## config.mk

```make
export PLATFORM = sky130hd
export DESIGN_NAME = auto_threshold_ctrl
export DESIGN_NICKNAME = d
export VERILOG_FILES = /design/src/rtl/threshold_pkg.sv /design/src/rtl/frame_minmax_tracker.sv /design/src/rtl/auto_threshold_ctrl.sv
export SDC_FILE = /design/constraint.sdc
export NUM_CORES = 1
export LEC_CHECK = 0
export CORE_MARGIN = 4
export CORE_UTILIZATION = 38
export CTS_CLUSTER_SIZE = 25
export DETAILED_ROUTE_END_ITERATION = 10
export GPL_ROUTABILITY_DRIVEN = 0
export SLEW_MARGIN = 15
export SYNTH_ARGS = -nofsm -noshare
export SYNTH_HDL_FRONTEND = slang
export SYNTH_SLANG_ARGS = --single-unit
```

## constraint.sdc

```tcl
create_clock -name iCLK -period 5.8 [get_ports iCLK]
set_clock_uncertainty 0.05 [all_clocks]
set_input_delay 1.16 -clock iCLK [delete_from_list [all_inputs] [get_ports iCLK]]
set_output_delay 1.16 -clock iCLK [all_outputs]
set_load 0.1 [all_outputs]
```

## src/rtl/threshold_pkg.sv

```systemverilog
// Shared types and gray extraction for the camera-path thresholder.
// Used by both the threshold controller and the thresholder datapath.
package threshold_pkg;

    localparam int GRAY_W = 8;

    typedef enum logic [1:0] {
        MODE_BYPASS = 2'd0,
        MODE_MANUAL = 2'd1,
        MODE_AUTO   = 2'd2
    } mode_e;

    typedef enum logic [1:0] {
        ST_IDLE   = 2'd0,
        ST_ACCUM  = 2'd1,
        ST_UPDATE = 2'd2,
        ST_SMOOTH = 2'd3
    } state_e;

    function automatic logic [GRAY_W-1:0] gray_of(
        input logic [15:0] d1,
        input logic [15:0] d2
    );
        return {d1[15], d1[1:0], d2[15], d2[11:10], d2[1:0]};
    endfunction

    function automatic mode_e mode_next(input mode_e m);
        case (m)
            MODE_BYPASS: return MODE_MANUAL;
            MODE_MANUAL: return MODE_AUTO;
            default:     return MODE_BYPASS;
        endcase
    endfunction

endpackage

```

## src/rtl/frame_minmax_tracker.sv

```systemverilog
// Running min/max of gray values within one frame.
// A clear cycle may also carry the frame's first pixel.
module frame_minmax_tracker
    import threshold_pkg::*;
(
    input  logic              clk,
    input  logic              rst,
    input  logic              clear,
    input  logic              valid,
    input  logic [GRAY_W-1:0] gray,
    output logic [GRAY_W-1:0] gray_min,
    output logic [GRAY_W-1:0] gray_max,
    output logic              any_valid
);

    always_ff @(posedge clk) begin
        if (rst) begin
            gray_min  <= '1;
            gray_max  <= '0;
            any_valid <= 1'b0;
        end else if (clear) begin
            gray_min  <= valid ? gray : '1;
            gray_max  <= valid ? gray : '0;
            any_valid <= valid;
        end else if (valid) begin
            if (gray < gray_min) gray_min <= gray;
            if (gray > gray_max) gray_max <= gray;
            any_valid <= 1'b1;
        end
    end

endmodule

```

## src/rtl/auto_threshold_ctrl.sv

```systemverilog
// Frame-synchronous enable/threshold sequencer for the binary thresholder.
// Threshold and mode only move at frame boundaries so frames never tear.
module auto_threshold_ctrl
    import threshold_pkg::*;
#(
    parameter logic [7:0] DEFAULT_THR = 8'd128,
    parameter int         ALPHA_SHIFT = 2
) (
    input  logic        iCLK,
    input  logic        iRST,
    input  logic        iFrameStart,
    input  logic        iFrameEnd,
    input  logic        iDVAL,
    input  logic [15:0] iData1,
    input  logic [15:0] iData2,
    input  logic        iModeStep,
    input  logic [7:0]  iManualThr,
    output logic        oEnable,
    output logic [7:0]  oThreshold,
    output logic [1:0]  oMode,
    output logic [7:0]  oFrameMin,
    output logic [7:0]  oFrameMax,
    output logic        oBusy
);

    state_e            state, state_n;
    mode_e             mode, mode_pend;
    logic              start_pend;
    logic              clear, take_pixel;
    logic [GRAY_W-1:0] gray, trk_min, trk_max;
    logic              trk_any;
    logic [7:0]        thr, target, fmin, fmax;
    logic              enable, busy;
    logic [8:0]        sum;
    logic signed [8:0] diff, step;
    logic [7:0]        thr_auto;

    assign gray = gray_of(iData1, iData2);

    frame_minmax_tracker u_tracker (
        .clk       (iCLK),
        .rst       (iRST),
        .clear     (clear),
        .valid     (take_pixel),
        .gray      (gray),
        .gray_min  (trk_min),
        .gray_max  (trk_max),
        .any_valid (trk_any)
    );

    always_ff @(posedge iCLK) begin
        if (iRST) state <= ST_IDLE;
        else      state <= state_n;
    end

    always_comb begin
        state_n    = state;
        clear      = 1'b0;
        take_pixel = 1'b0;
        unique case (state)
            ST_IDLE: begin
                if (iFrameStart) begin
                    state_n    = ST_ACCUM;
                    clear      = 1'b1;
                    take_pixel = iDVAL;
                end
            end
            ST_ACCUM: begin
                take_pixel = iDVAL;
                // End wins over a coincident start; the start is deferred
                if (iFrameEnd)        state_n = ST_UPDATE;
                else if (iFrameStart) clear   = 1'b1;
            end
            ST_UPDATE: state_n = ST_SMOOTH;
            ST_SMOOTH: begin
                if (start_pend || iFrameStart) begin
                    state_n = ST_ACCUM;
                    clear   = 1'b1;
                end else begin
                    state_n = ST_IDLE;
                end
            end
            default: state_n = ST_IDLE;
        endcase
    end

    always_ff @(posedge iCLK) begin
        if (iRST) begin
            start_pend <= 1'b0;
        end else if (state == ST_SMOOTH) begin
            start_pend <= 1'b0;
        end else if (iFrameStart && (state == ST_UPDATE ||
                     (state == ST_ACCUM && iFrameEnd))) begin
            start_pend <= 1'b1;
        end
    end

    assign sum  = {1'b0, trk_min} + {1'b0, trk_max};
    assign diff = $signed({1'b0, target}) - $signed({1'b0, thr});

    // Shift toward target, but never stall short of it
    always_comb begin
        step = diff >>> ALPHA_SHIFT;
        if (step == '0 && diff != '0)
            step = diff[8] ? 9'h1FF : 9'h001;
        thr_auto = thr + step[7:0];
    end

    always_ff @(posedge iCLK) begin
        if (iRST) begin
            mode      <= MODE_BYPASS;
            mode_pend <= MODE_BYPASS;
            enable    <= 1'b0;
            thr       <= DEFAULT_THR;
            target    <= DEFAULT_THR;
            fmin      <= 8'hFF;
            fmax      <= 8'h00;
            busy      <= 1'b0;
        end else begin
            busy <= (state_n == ST_UPDATE) || (state_n == ST_SMOOTH);
            if (iModeStep) mode_pend <= mode_next(mode_pend);
            if (state == ST_UPDATE && trk_any) begin
                fmin   <= trk_min;
                fmax   <= trk_max;
                target <= sum[8:1];
            end
            if (state == ST_SMOOTH) begin
                mode <= mode_pend;
                unique case (mode_pend)
                    MODE_BYPASS: enable <= 1'b0;
                    MODE_MANUAL: begin
                        enable <= 1'b1;
                        thr    <= iManualThr;
                    end
                    MODE_AUTO: begin
                        enable <= 1'b1;
                        if (trk_any) thr <= thr_auto;
                    end
                    default: enable <= 1'b0;
                endcase
            end
        end
    end

    assign oEnable    = enable;
    assign oThreshold = thr;
    assign oMode      = mode;
    assign oFrameMin  = fmin;
    assign oFrameMax  = fmax;
    assign oBusy      = busy;

endmodule

```

==> results of run 1 <==
Yosys cell counts (8+ instances only):
cell type and count:
a21boi_0 9, o211ai_1 11, nor2_1 24, inv_1 34
clkbuf_1 8, ha_1 42, nand2_1 52, xnor2_1 10
mux2i_1 18, dfxtp_1 58, o21ai_0 28, a21oi_1 35
nand3_1 13, a211oi_1 9
layer usage:
| metal | global-route usage (%) | share of wire [%] | up-vias |
|---|---|---|---|
| li1 | - | - | 1594 |
| met1 | 20.58 | 49 | 1442 |
| met2 | 25.62 | 45 | 52 |
| met3 | 4.324 | 4.7 | 12 |
| met4 | 5.530 | 1.7 | 0 |
| met5 | 0 | 0 | - |
final cells by class:
cell class              instances  area [um2]  share of cell area (%)
clock buffers                  12       145.1                   3.332
flip-flops and latches         58        1161                   26.66
inverters                      34       127.6                   2.930
well taps                     111       138.9                   3.189
clock inverters                 3       40.04                  0.9193
multi-input cells             316        2230                   51.19
repair buffers                 52       513.0                   11.78
cells by family after synthesis:
| family | Yosys count |
|---|---|
| flip-flops | 58 |
| XOR/XNOR | 14 |
| adder cells (fa/ha/maj) | 45 |
| AND/OR/NAND/NOR | 117 |
| multiplexers | 18 |
| AO/OA/AOI/OAI | 122 |
| buffers and inverters | 48 |
worst max-delay path, delay by kind of cell (launching register included):
kind | cells | cell delay (ps)
fa+ha+maj | 4 | 1100
mux | 1 | 150
xor+xnor | 1 | 170
buf+inv | 1 | 50
compound gates | 6 | 1220
simple gates | 3 | 650
flops | 1 | 400
state kept, by name, summed over array words and instances (netlist names):
signal,cells
target,8
oFrameMin,8
u_tracker.any_valid,1
u_tracker.gray_min,8
oBusy,1
u_tracker.gray_max,8
oThreshold,8
oEnable,1
state,2
mode_pend,2
oMode,2
start_pend,1
oFrameMax,8
worst paths after layout:
| check | startpoint | end | slack, ps |
|---|---|---|---|
| setup / recovery | oThreshold[0]$_SDFFE_PP0P_ | oThreshold[6]$_SDFFE_PP0P_ | 1950 |
| hold / removal | target[2]$_SDFFE_PP0P_ | target[2]$_SDFFE_PP0P_ | 410 |
| setup reg to reg | oThreshold[0]$_SDFFE_PP0P_ | oThreshold[6]$_SDFFE_PP0P_ | 1950 |
| hold reg to reg | target[2]$_SDFFE_PP0P_ | target[2]$_SDFFE_PP0P_ | 410 |
metrics by stage:
step                hold WS (ps)  utilization (%)  std cells  instance area, um2
floorplan                  385.6                -        422                3572
global placement           395.9            45.31        571                4167
detailed placement         401.2            45.31        571                4167
CTS                        408.9            47.32        586                4352
global route               430.6            47.36        586                4355
finish                     406.0            47.36        586                4355
where the power goes:
group          internal, W  switching, W
combinational    0.0000941      0.000123
sequential        0.000414     0.0000174
clock             0.000207      0.000161
total             0.000715      0.000302
==> results.toml, run 1 <==
[cts]
htreeDepth = 3
clk_pin_slew_ps = 70
cts_root_buf = "clkbuf_8"
cts_buffers = 9
cts_tree = "done"
cts_resized = 0
holdBufCountCts = 0
cts_max_path_buffers = 2
cts_sinks = 58
clk_latency_ps = 330
post-cts-setup-buffers = 0

[synthesis]
synth_top_area_share_pct = 32.50
synth_top_cell_by_area = "dfxtp_1"
netlist_instances = 422
synthAdderAreaFrac_pct = 16.39
ys_types = 47
synth_edf_count = 0
synth_area_leaders = "dfxtp_1, ha_1, nand2_1, mux2i_1, a21oi_1"
synth_top_family_by_area = "compound AO/OA/AOI/OAI gates"
ys_warn_count = 0
synth_compound_area_share_pct = 22.45
seq_area_frac_synth_pct = 32.50
synth_nets = 513
syn_area_per_cell_um2 = 8.465
synth_flop_cell = "dfxtp_1"
synthSimpleGateAreaFrac_pct = 14.99
async_flop_share_pct = 0
synth_xor_area_share_pct = 3.433
muxShareOfSynthArea_pct = 5.044
netlist_area_mm2 = 0.003572
ys_seq_elements = 58

[sta]
setup_slack_ps = 1955
post-route-min-period_ps = 3845
fmax_mhz = 260.1
maxSlewHeadroom_pct = 34.45
finalSetupTns_ps = 0
worstMarginPinSlew_ps = 979.7
hold_viol = 0
setup_viol = 0
finalCritPeriodShare_pct = 66.30
maxSlewViolCount = 0
rsz0062_at_grt = "no"

[floorplanning]
start_util_pct = 38.84
dieWidth_um = 105.0
dieArea_mm2 = 0.01102
die_h_um = 105.0
io_pins = 74
core-area_mm2 = 0.009196
rows = 35

[worst_setup_path]
start_kind = "register"
crit_arrival_ps = 4060
cp.required_ps = 6020
cp_max_fo = 4
setup.worst_path.class = "register to register"
crit_path_top_delay_cell = "or4_4"
reg2regPathDepth = 16
worst_path_largest_cell_delay_ps = 480
crit_path_end_kind = "register"
path_cells = "ha_1 > inv_1 > fa_1 > a211oi_2 > nor2_1 > xor2_1 > or4_4 > o41ai_2 > ha_1 > fa_1 > a21o_1 > a21o_1 > a21oi_1 > mux2i_1 > nand2_1 > a31oi_1"

[placed_design]
port_buffers = 49
hpwl_um = 6501
dp_slack_ps = 1902

[finish]
final_common_cell = "dfxtp_1"
drive_above_1_share_pct = 5.684
nFillCells = 910
final_cell_mix = "dfxtp_1, nand2_1, clkdlybuf4s50_1"
syn_to_final_growth_pct = 21.93
antenna_cells = 0
nets = 562

[global_route]
grt_pass1_wl_um = 14350
antenna_found_initial = 0
grt_max_degree = 26
grt_usage_pct = 15.94
grt_pass1_vias = 3055
overflow = 0

[routing]
routedWlPerCell_um = 14.36
vias = 3100
wirelength_um = 8417
dr.pass1.iters = 4
first_iter_violations = 76
drc = 0
avgViaCountPerCell = 5.290
drtAntennaViolNets = 0

[worst_hold_path]
worstHoldPathCells = 2
hold_path.class = "register to register"

[power]
cellLeakagePower_nw = 1.839
ir_drop_uv = 99.34
power_w = 0.001016
power_density_mw_per_mm2 = 233.3

[outcome]
outcome = "finished clean"

[job]
max-cap-violations = 0
Note: power is estimated with default switching activity, not from simulation.
==> run 2: changes to the inputs <==
Clock period 5.8 ns to 3.5 ns, I/O delays scaled along.
==> run 2 against run 1 <==
The flow now finishes with violations (negative setup slack). Via count grew 1.2%. Setup slack lost 2100 ps. Routed wire length grew 3.2%. Power grew 75%. Non-clock buffer count grew 15. Clock-buffer cell count shrank 1. Final cell count grew 2.7%. Critical endpoint unchanged.
==> results.toml, run 2 (synthesis gave the netlist of run 1 again) <==
[outcome]
outcome = "finished with violations"
violations = "negative setup slack"

[finish]
finish.instance_area_mm2 = 0.004649
multi_input_area_mm2 = 0.002369
syn_to_final_growth_pct = 30.16
antenna_cells = 0
final_cell_mix = "nand2_1, dfxtp_1, clkdlybuf4s50_1"
nets = 577
seq_area_mm2 = 0.001184
final_common_cell = "nand2_1"
drive_above_1_share_pct = 15.48
nFillCells = 894

[global_route]
antenna_found_initial = 0
grt_pass1_wl_um = 14600
grt_max_degree = 24
grt_pass1_vias = 3176
overflow = 0
grt_usage_pct = 16.12

[cts]
cts_buffers = 9
cts_root_buf = "clkbuf_8"
htreeDepth = 3
clk_latency_ps = 340
cts_max_path_buffers = 2
holdBufCountCts = 0
cts_tree = "done"
cts_sinks = 58
clk_pin_slew_ps = 70

[worst_hold_path]
hold_path.class = "register to register"

[placed_design]
port_buffers = 49
dp_slack_ps = -58.22
place_area_mm2 = 0.004318
hpwl_um = 6619

[sta]
hold_viol = 0
post-route-min-period_ps = 3621
setup_viol = 2
rsz0062_at_grt = "yes"
maxSlewHeadroom_pct = 34.61
maxSlewViolCount = 0
setup_slack_ps = -121.3
finalSetupTns_ps = -131.5
fmax_mhz = 276.1
finalCritPeriodShare_pct = 103.5
worstMarginPinSlew_ps = 977.7

[routing]
dr.pass1.iters = 5
routedWlPerCell_um = 14.43
wirelength_um = 8689
first_iter_violations = 92
avgViaCountPerCell = 5.209
drtAntennaViolNets = 0
vias = 3136
drc = 0

[floorplanning]
start_util_pct = 38.84
core-area_mm2 = 0.009196
die_h_um = 105.0
rows = 35
dieWidth_um = 105.0
io_pins = 74
dieArea_mm2 = 0.01102

[worst_setup_path]
start_kind = "register"
cp_max_fo = 3
crit_path_end_kind = "register"
cp.required_ps = 3720
crit_arrival_ps = 3840
setup.worst_path.class = "register to register"

[power]
power_density_mw_per_mm2 = 381.7
cellLeakagePower_nw = 1.971
p_clk_share_pct = 37.6
p_int_w = 0.001237
ir_drop_uv = 187.2
pwr-share-seq_pct = 40.0
switching_power_w = 0.0005377
switching_share_pct = 30.30
combPwrFrac_pct = 22.4

[job]
max-cap-violations = 0
[run 2: cell count changes in the layout (fill, tap and decap cells not counted), sizes merged]
cell           change
clkbuf             -1
clkinv             +2
buf               +20
clkdlybuf4s50      -5
[run 2: layout make-up]
| class | instances | area share, % |
|---|---|---|
| timing repair buffer | 67 | 13.27 |
| inverter | 34 | 2.745 |
| sequential | 58 | 25.46 |
| tap | 111 | 2.987 |
| clock inverter | 5 | 1.319 |
| multi-input combinational | 316 | 50.94 |
| clock buffer | 11 | 3.283 |
[run 2: power groups by stage]
stage | Combinational [W] | Clock, W | Sequential (W)
final | 0.000397 | 0.000668 | 0.000709
after global routing | 0.000440 | 0.000711 | 0.000713
after CTS | 0.000383 | 0.000689 | 0.000709
after detailed placement | 0.000380 | 0 | 0.000724
after global placement | 0.000370 | 0 | 0.000724
after floorplan | 0.000251 | 0 | 0.000739
[run 2: critical path: stages (launching register included)]
cell,delay (ps)
dfxtp_2,330
inv_2,60
ha_4,120
inv_2,30
fa_2,410
a211oi_4,290
buf_6,150
o21bai_1,70
a21oi_2,190
xnor2_2,160
o41ai_4,80
ha_2,210
fa_2,400
a21o_1,190
a21o_1,210
a21oi_2,170
mux2i_1,200
nand2_1,70
a31oi_1,150
[run 2: per-layer routing]
| layer | GRT usage, % | part of all wire, % | up-vias |
|---|---|---|---|
| li1 | - | - | 1624 |
| met4 | 6.842 | 1.7 | 0 |
| met1 | 18.82 | 45 | 1461 |
| met3 | 3.644 | 3.5 | 9 |
| met5 | 0 | 0 | - |
| met2 | 28.23 | 50 | 42 |
[run 2: final timing paths]
| kind | from | slack, ps | to | cells after the start |
|---|---|---|---|---|
| max | target[0]$_SDFFE_PP0P_ | -120 | oThreshold[6]$_SDFFE_PP0P_ | 18 |
| min | oFrameMax[6]$_SDFFE_PP0P_ | 400 | oFrameMax[6]$_SDFFE_PP0P_ | 2 |
| max reg2reg | target[0]$_SDFFE_PP0P_ | -120 | oThreshold[6]$_SDFFE_PP0P_ | 18 |
| min reg2reg | oFrameMax[6]$_SDFFE_PP0P_ | 400 | oFrameMax[6]$_SDFFE_PP0P_ | 2 |
[run 2: timing repair]
| action | CTS | global route |
|---|---|---|
| resized for setup | 1 | 17 |
| setup buffers | 0 | 3 |
| pin swaps | 1 | 19 |
| setup endpoints to repair | 3 | 4 |
[run 2: per-stage QoR]
stage	util, %	hold WS, ps	std cells	power, W
6_report	50.56	404.3	602	0.001775
5_1_grt	50.56	425.6	602	0.001864
4_1_cts	49.36	405.8	599	0.001781
3_5_place_dp	46.95	399.6	583	0.001104
3_3_place_gp	46.95	397.5	583	0.001094
2_1_floorplan	-	385.6	422	0.0009902
